## src/rtl/chirp_monitor.sv

```systemverilog
// ---------------------------------------------------------------------------
// chirp_monitor
//
// Measures the interval, in clk edges, between consecutive rising edges of a
// single-bit chirp waveform. Each interval is classified against the one
// before it (longer / shorter / equal). A chirp is flagged once the interval
// has moved in the same direction for DETECT_N consecutive steps. If the
// interval counter saturates without a rising edge, measurement is abandoned
// and a timeout pulse is emitted.
//
// Parameters:
//   WIDTH     interval counter / period width; longest interval 2^WIDTH-1
//   DETECT_N  same-direction steps needed to raise chirp (1..15)
//
// Ports:
//   clk      in   rising-edge clock
//   syn_rst  in   synchronous active-high reset, overrides everything
//   in       in   chirp waveform, synchronous to clk
//   period   out  last measured interval (held between valid pulses)
//   valid    out  one-cycle pulse when period/dir/chirp update
//   dir      out  00 first, 01 longer, 10 shorter, 11 equal
//   chirp    out  high while the same-direction run length >= DETECT_N
//   timeout  out  one-cycle pulse when the counter saturates
// ---------------------------------------------------------------------------
module chirp_monitor #(
  parameter int WIDTH    = 8,
  parameter int DETECT_N = 3
) (
  input  logic             clk,
  input  logic             syn_rst,
  input  logic             in,
  output logic [WIDTH-1:0] period,
  output logic             valid,
  output logic [1:0]       dir,
  output logic             chirp,
  output logic             timeout
);

  typedef enum logic {
    IDLE,
    MEAS
  } state_t;

  typedef enum logic [1:0] {
    DIR_FIRST   = 2'b00,
    DIR_LONGER  = 2'b01,
    DIR_SHORTER = 2'b10,
    DIR_EQUAL   = 2'b11
  } dir_t;

  localparam logic [WIDTH-1:0] CNT_MAX = '1;
  localparam logic [3:0]       RUN_MAX = 4'(DETECT_N);

  state_t           state_q;
  logic [WIDTH-1:0] cnt_q;
  logic [WIDTH-1:0] prev_q;
  logic             in_prev_q;
  logic             have_prev_q;
  logic [3:0]       run_q;
  logic [WIDTH-1:0] period_q;
  logic             valid_q;
  dir_t             dir_q;
  logic             chirp_q;
  logic             timeout_q;

  logic             rise;
  dir_t             dir_d;
  logic [3:0]       run_d;

  // in_prev_q resets high, so a line already high out of reset is not an edge.
  assign rise = in & ~in_prev_q;

  // Classification of the interval that ends on this rise.
  always_comb begin
    // NOTE: every output of this block gets a default first so no path
    // leaves it unassigned, which would otherwise infer a latch.
    dir_d = DIR_FIRST;
    run_d = '0;
    if (have_prev_q) begin
      if (cnt_q > prev_q)      dir_d = DIR_LONGER;
      else if (cnt_q < prev_q) dir_d = DIR_SHORTER;
      else                     dir_d = DIR_EQUAL;
    end
    if (dir_d == DIR_LONGER || dir_d == DIR_SHORTER) begin
      if (dir_d == dir_q) begin
        // Saturate so the run length stays within its 4-bit register.
        run_d = (run_q >= RUN_MAX) ? RUN_MAX : run_q + 4'd1;
      end else begin
        run_d = 4'd1;
      end
    end
  end

  // NOTE: state is updated with non-blocking assignments only, so every
  // right-hand side below reads the value from before this clock edge.
  always_ff @(posedge clk) begin
    if (syn_rst) begin
      state_q     <= IDLE;
      cnt_q       <= '0;
      prev_q      <= '0;
      in_prev_q   <= 1'b1;
      have_prev_q <= 1'b0;
      run_q       <= '0;
      period_q    <= '0;
      valid_q     <= 1'b0;
      dir_q       <= DIR_FIRST;
      chirp_q     <= 1'b0;
      timeout_q   <= 1'b0;
    end else begin
      in_prev_q <= in;
      valid_q   <= 1'b0;
      timeout_q <= 1'b0;
      case (state_q)
        IDLE: begin
          cnt_q <= '0;
          if (rise) begin
            state_q <= MEAS;
            cnt_q   <= WIDTH'(1);
          end
        end
        MEAS: begin
          // A rise on the saturated count still wins over the timeout.
          if (rise) begin
            period_q    <= cnt_q;
            valid_q     <= 1'b1;
            cnt_q       <= WIDTH'(1);
            prev_q      <= cnt_q;
            dir_q       <= dir_d;
            run_q       <= run_d;
            chirp_q     <= (run_d >= RUN_MAX);
            have_prev_q <= 1'b1;
          end else if (cnt_q != CNT_MAX) begin
            cnt_q <= cnt_q + WIDTH'(1);
          end else begin
            // period and dir deliberately hold their last values.
            timeout_q   <= 1'b1;
            state_q     <= IDLE;
            cnt_q       <= '0;
            have_prev_q <= 1'b0;
            run_q       <= '0;
            chirp_q     <= 1'b0;
          end
        end
        default: state_q <= IDLE;
      endcase
    end
  end

  assign period  = period_q;
  assign valid   = valid_q;
  assign dir     = dir_q;
  assign chirp   = chirp_q;
  assign timeout = timeout_q;

endmodule

```

## config.mk

```make
export PLATFORM = sky130hd
export DESIGN_NAME = chirp_monitor
export DESIGN_NICKNAME = d
export VERILOG_FILES = /design/src/rtl/chirp_monitor.sv
export SDC_FILE = /design/constraint.sdc
export NUM_CORES = 1
export LEC_CHECK = 0
export ABC_AREA = 1
export CAP_MARGIN = 20
export CORE_ASPECT_RATIO = 1.4
export CORE_MARGIN = 8
export CORE_UTILIZATION = 55
export CTS_CLUSTER_DIAMETER = 60
export DETAILED_ROUTE_END_ITERATION = 8
export PLACE_DENSITY = 0.79
export SETUP_SLACK_MARGIN = 0.4
export SKIP_CTS_REPAIR_TIMING = 1
export SLEW_MARGIN = 10
export SYNTH_ARGS = -nofsm -noshare
export SYNTH_HDL_FRONTEND = slang
export SYNTH_SLANG_ARGS = --single-unit
```

## constraint.sdc

```tcl
create_clock -name clk -period 2.7 [get_ports clk]
set_clock_uncertainty 0.15 [all_clocks]
set_input_delay 0.27 -clock clk [delete_from_list [all_inputs] [get_ports clk]]
set_output_delay 0.27 -clock clk [all_outputs]
set_load 0.1 [all_outputs]
```

==> impl_metrics.tcl <==
set metrics [dict create \
    synth_top_cells_by_area "dfxtp_1 41%, ha_1 9.2%, nand2_1 7.4%" \
    dp_worst_setup_slack_ns 0.668 \
    gp_congestion 0.798 \
    diodes 0 \
    timing.final.ws_setup_ns 0.793 \
    layout-drive-gt1-share 0.235 \
    arrival_ns 2.02 \
    tightest_slew_ns 0.394 \
    cts_made_buffers 3 \
    io-pin-count 16 \
    status "complete, no violations" \
    clk_pin_slew_worst_paths_ns 0.14 \
    drv_slew 0 \
    vias_per_cell 5.43 \
    cts_max_path_buffers 2 \
    yosysTopAreaCell "dfxtp_1" \
    grt_util_met3 0.0222 \
    hold_viol 0 \
    fp.dieH_um 74.9 \
    cts_root_buf "clkbuf_4" \
    busiest_layer "met2" \
    cellLeakagePower_nw 0.664 \
    crit_path_end_kind "flip-flop" \
    drtIter0Drc 37 \
    grt_remaining_overflow 0 \
    cp_max_fo 4 \
    areaGrowthSynthToFinish_pct 13.1 \
    hold_path.class "flip-flop to flip-flop" \
    ys_seq_area_frac 0.411 \
    setup_viol 0 \
    globalRouteMet2Util 0.262 \
    grt_pass1_wl_mm 4.44 \
    ys_types 30 \
    synth_ff_type "dfxtp_1" \
    synth.avg_cell_area_um2 7.98 \
    ir_drop_v 0.000315 \
    synth-edff-count 0 \
    rows 21 \
    wl_mm 2.70 \
    required_ns 2.81 \
    firstDrtPassIters 4 \
    cts_sinks 28 \
    fillCellCount 214 \
    cts_max_level 1 \
    rsz0062_at_grt "no" \
    drc 0 \
    fin_crit_ns 1.91 \
    relSlewSlack 0.735 \
    grt_max_degree 16 \
    crit_path_start_kind "flip-flop" \
    drtAntennaViolNets 0 \
    synth_nets 184 \
    async_reset_ff_frac 0 \
    ys_seq_elements 28 \
    io_buffer_count 15 \
    grt_pass1_vias 1094 \
    yosysWarnings 0 \
    clkLatencyLatePin_ns 0.32 \
    cts_tree "built" \
    fp.dieW_um 58.1 \
    fin_setup_tns_ns 0 \
    fmax_mhz 525 \
    syn-cell-area_mm2 0.00137 \
    syn_inst 171 \
    use_met1 0.123 \
    grtUsageTotal 0.127 \
    netlist.area_leader.share 0.411 \
    cap_violations 0 \
    core-area_mm2 0.00236 \
    via_count 1141 \
    start_util 0.577 \
    nets 201 \
    timing.final.crit_share 0.706 \
    p_per_area_mw_per_mm2 448 \
    worstSetupPathType "flip-flop to flip-flop" \
    dp_hpwl_mm 2.18 \
    die-area_mm2 0.00435 \
    routedWlPerCell_um 12.8 \
    antenna_found_initial 0 \
]
[kinds of logic after synthesis]
| family | after synthesis | share of synthesized area |
|---|---|---|
| and+or+nand+nor | 68 | 0.273 |
| AOI/OAI and AO/OA | 34 | 0.137 |
| buffers and inverters | 31 | 0.0880 |
| DFF | 28 | 0.411 |
| adders and majority gates | 10 | 0.0917 |
[metrics by stage]
stage | power, mW | hold slack [ns] | instances | cell area (µm²) | utilization
floorplan | 0.484 | 0.217 | 171 | 1370 | -
global placement | 0.497 | 0.300 | 206 | 1510 | 0.638
detailed placement | 0.499 | 0.307 | 206 | 1510 | 0.638
CTS | 0.699 | 0.328 | 210 | 1540 | 0.653
global route | 0.718 | 0.348 | 210 | 1540 | 0.653
finish | 0.691 | 0.323 | 210 | 1540 | 0.653
[report_power, final]
group / leakage, nW / internal, mW / switching, mW
logic: 0.413 / 0.0184 / 0.0482
clock network: 0.0210 / 0.0825 / 0.119
registers: 0.230 / 0.419 / 0.00444
[final cells by class]
type	instances	area (µm²)	area share
Clock buffer	4	36.3	0.0235
Inverter	28	108	0.0697
Multi-Input combinational cell	112	684	0.443
Sequential cell	28	569	0.369
Tap cell	23	28.8	0.0186
Timing Repair Buffer	15	118	0.0762
[path summary, 6_finish.rpt]
check / startpoint / to / slack [ns] / cells after the start
setup / recovery: cnt_q[7] / chirp / 0.79 / 11
hold reg to reg: run_q[3] / run_q[3] / 0.32 / 2
setup reg to reg: cnt_q[7] / chirp / 0.79 / 11
hold / removal: run_q[3] / run_q[3] / 0.32 / 2
[state kept, by name, indices dropped and copies added, names as in the netlist]
name / cells
state_q: 1
have_prev_q: 1
valid: 1
dir: 2
in_prev_q: 1
run_q: 4
period: 8
chirp: 1
timeout: 1
cnt_q: 8
[routing by layer]
| layer | vias up | share of wire |
|---|---|---|
| met3 | 5 | 0.047 |
| met1 | 521 | 0.40 |
| met4 | 0 | 0.0085 |
| li1 | 584 | - |
| met2 | 31 | 0.55 |
| met5 | - | 0 |
[synth_stat cells, types with 2 or more instances]
master / count
inv_1: 24
nor2_2: 3
dfxtp_1: 28
a21oi_1: 19
nor2_1: 10
o21ai_0: 8
nand2_2: 5
clkbuf_1: 2
nand3_1: 8
nand2_1: 27
ha_1: 10
nor3_1: 3
nor3b_1: 3
nor2_4: 2
inv_2: 3
o21a_1: 2
[cells in the final DEF, fill, tap and decap left out, types with 5 or more instances in the layout]
| cell | count |
|---|---|
| buf_4 | 13 |
| ha_1 | 10 |
| nor2_1 | 10 |
| inv_1 | 24 |
| dfxtp_1 | 21 |
| nand2_1 | 27 |
| nand2_2 | 5 |
| a21oi_1 | 19 |
| o21ai_0 | 8 |
| nand3_1 | 8 |
| dfxtp_2 | 7 |
[critical path, stage by stage, from the launching register on]
cell	delay [ns]
dfxtp_1	0.44
ha_1	0.28
a21o_1	0.18
nor2_1	0.12
nand2_2	0.10
nand2_2	0.08
nand2_2	0.06
nand2_1	0.06
nand2_1	0.07
nor2_2	0.09
nand3_1	0.08
a21oi_1	0.13
Note: power is estimated with default switching activity, not from simulation.
==> variant: new RTL, same settings <==
Make the reset (`syn_rst`) asynchronous in one clocked block. Comments in the files are not updated.
--- a/src/rtl/chirp_monitor.sv
+++ b/src/rtl/chirp_monitor.sv
@@ -94,5 +94,5 @@
   // NOTE: state is updated with non-blocking assignments only, so every
   // right-hand side below reads the value from before this clock edge.
-  always_ff @(posedge clk) begin
+  always_ff @(posedge clk or posedge syn_rst) begin
     if (syn_rst) begin
       state_q     <= IDLE;
Function: differs if syn_rst is asserted again (counterexample within 10 cycles, from zero or initial values and one cycle with syn_rst high); with syn_rst held inactive, the same outputs for 10 cycles.
==> variant against the original RTL <==
  * Sequential cell count did not move
  * Final area increased by 5.6%
  * Wire length decreased by 3.7%
  * Critical path depth up 1
  * Setup slack gained 0.016 ns
  * Maximum frequency grew 0.83%
  * Global-route usage shrank 0.16 points
  * Sequential share of layout area up 6.7 points
  * Area after synthesis increased by 4.8%
Power is not compared: it rests on default switching activity, and its combinational part moved more than twofold at a synthesized area within 25%.
==> variant: results (changes against the original RTL) <==
- Skew-Pair Late Insertion Delay: 0.32 ns (about the same)
- Clk pin slew, worst setup/hold paths: 0.14 ns (about the same)
- CTS Buffer Depth: 2 (unchanged)
- Worst ir drop on vdd: 0.622 mV
- Reg2Reg Depth: 12 (was 11)
- Ys Warns: 0 (unchanged)
- Antenna diodes: 0 (unchanged)
- Initial antenna violation count: 0 (unchanged)
- Complex-gate fraction of the synthesized area: 5.42% (was 13.7%)
- Post-detail-place hpwl: 2.07 mm (was 2.18 mm)
- Routed wire per std cell: 11.9 um (was 12.8 um)
- DRT iter0 DRCs: 32 (was 37)
- CP max FO: 6 (was 4)
- Reg-to-Reg Start: cnt_q[5]$_DFF_PP0_ (was cnt_q[7]$_SDFF_PP0_)
- Layout Nets: 197 (was 201)
- Worst path arrival time: 2.01 ns
- Root Buffer: clkbuf_4 (unchanged)
- Adder-cell share of the synthesized area: 8.75% (was 9.17%)
- Ys flop type: dfrtp_1 (was dfxtp_1)
- Layout cell share with drive strength beyond 1: 19.7% (was 23.5%)
- Syn Nets: 177 (was 184)
- Slew HR: 70.8% (was 73.5%)
- HP Class: in -> async (was reg -> reg)
- Status: complete, no violations (unchanged)
- Distinct cell type count after synthesis: 24 (was 30)
- Post-Synth XOR/XNOR Area: 3.06% (was 0%)
- First-pass GRT wire length: 4.63 mm (was 4.44 mm)
- Register area share after synthesis: 49.1% (was 41.1%)
- DR vias: 1081 (was 1141)
- R2R setup slack: 0.81 ns (was 0.79 ns)
- Largest net degree at the start of global routing: 29 (was 16)
- Post-synthesis mux area share: 0% (unchanged)
- Num CTS Buffers: 3 (unchanged)
- GRT Resource Usage Total: 12.5% (was 12.7%)
- Leak pwr: 0.856 nW
- Hold Slack: 0.152 ns (was 0.323 ns)
- Placement Setup Slack: 0.770 ns (was 0.668 ns)
- GP Congestion: 0.799 (was 0.798)
- Port bufs: 15 (unchanged)
- Placed Area: 1600 um2 (was 1510 um2)
- H-tree depth: 1 (unchanged)
- R2r endpoint: chirp$_DFFE_PP0P_ (was chirp$_SDFFE_PP0P_)
- Synth top cells by count: 40 x nand2_1, 27 x dfrtp_1, 24 x inv_1 (was 28 x dfxtp_1, 27 x nand2_1, 24 x inv_1)
- First drt pass iteration count: 5 (was 4)
- Asr flop ratio synth: 100% (was 0%)
- Area contributors post-synth: dfrtp_1 47%, nand2_1 10%, ha_1 8.7%, inv_1 6.3%, o21ai_0 4.2% (was dfxtp_1 41%, ha_1 9.2%, nand2_1 7.4%, a21oi_1 7.0%, inv_1 6.6%)
==> variant: cell types whose count changed in the layout (fill, tap and decap cells not counted), sizes merged, moves of 2 or more <==
cell | before | now
dfxtp | 28 | 0
dfrtp | 0 | 27
a21oi | 20 | 2
nand2 | 32 | 42
nor2 | 16 | 21
nor3 | 5 | 1
xor2 | 0 | 4
nand4 | 1 | 4
inv | 28 | 26
nand3 | 9 | 7
nor3b | 3 | 1
o21a | 2 | 0
o21ai | 10 | 12
==> variant: report_power, final <==
part	internal, W	leakage, nW	switching (W)
registers	0.000505	0.347	0.0000779
clock network	0.0000578	0.0150	0.000114
logic	0.000263	0.494	0.000669
==> variant: area by class of cell <==
cell class	count	area (um2)
clock buffers	4	26.3
fillers	234	930
inverters	26	100
multi-input cells	109	623
flip-flops and latches	28	711
well taps	36	45.0
repair buffers	16	125
==> variant: critical path: stages, from the launching register on <==
cell and delay, ns:
dfrtp_1 0.47, ha_1 0.31, a21oi_1 0.15, nor2_1 0.06, nor2_2 0.10, nand2_2 0.10, nand2_1 0.08, nand2_1 0.05
nand2_1 0.07, inv_1 0.05, nor2_2 0.11, nand3_1 0.07, nand2_1 0.06
==> variant: worst max path at each step <==
| stage | start | to | slack [ns] | cells after the start |
|---|---|---|---|---|
| final | cnt_q[5]$_DFF_PP0_ | chirp$_DFFE_PP0P_ | 0.81 | 12 |
| after global routing | cnt_q[5]$_DFF_PP0_ | chirp$_DFFE_PP0P_ | 0.58 | 12 |
| after CTS | cnt_q[5]$_DFF_PP0_ | chirp$_DFFE_PP0P_ | 0.80 | 12 |
| after detailed placement | in | chirp$_DFFE_PP0P_ | 0.77 | 11 |
| after global placement | in | chirp$_DFFE_PP0P_ | 0.83 | 11 |
| after floorplan | period[0]$_DFFE_PP0P_ | chirp$_DFFE_PP0P_ | 0.51 | 15 |
==> variant: stage by stage <==
| step | std cells | power [W] |
|---|---|---|
| after floorplan | 164 | 0.00133 |
| after global placement | 215 | 0.00149 |
| after detailed placement | 215 | 0.00153 |
| after CTS | 219 | 0.00170 |
| after global routing | 219 | 0.00182 |
| final | 219 | 0.00169 |
==> variant: layer usage <==
metal  track usage (%)  vias to the layer above  share of wire (%)
li1                  -                      555                  -
met1              13.4                      513                 41
met2              23.4                        8                 55
met3              2.20                        5                2.8
met4              3.61                        0                1.5
met5                 0                        -                  0
==> variant: kinds of logic (layout without fill, tap and decap cells) <==
kind of cell | after synthesis | count (layout)
XOR/XNOR | 5 | 5
flip-flops | 28 | 28
AND/OR/NAND/NOR | 79 | 79
buffers and inverters | 27 | 46
AO/OA/AOI/OAI | 15 | 15
adder cells (fa/ha/maj) | 10 | 10
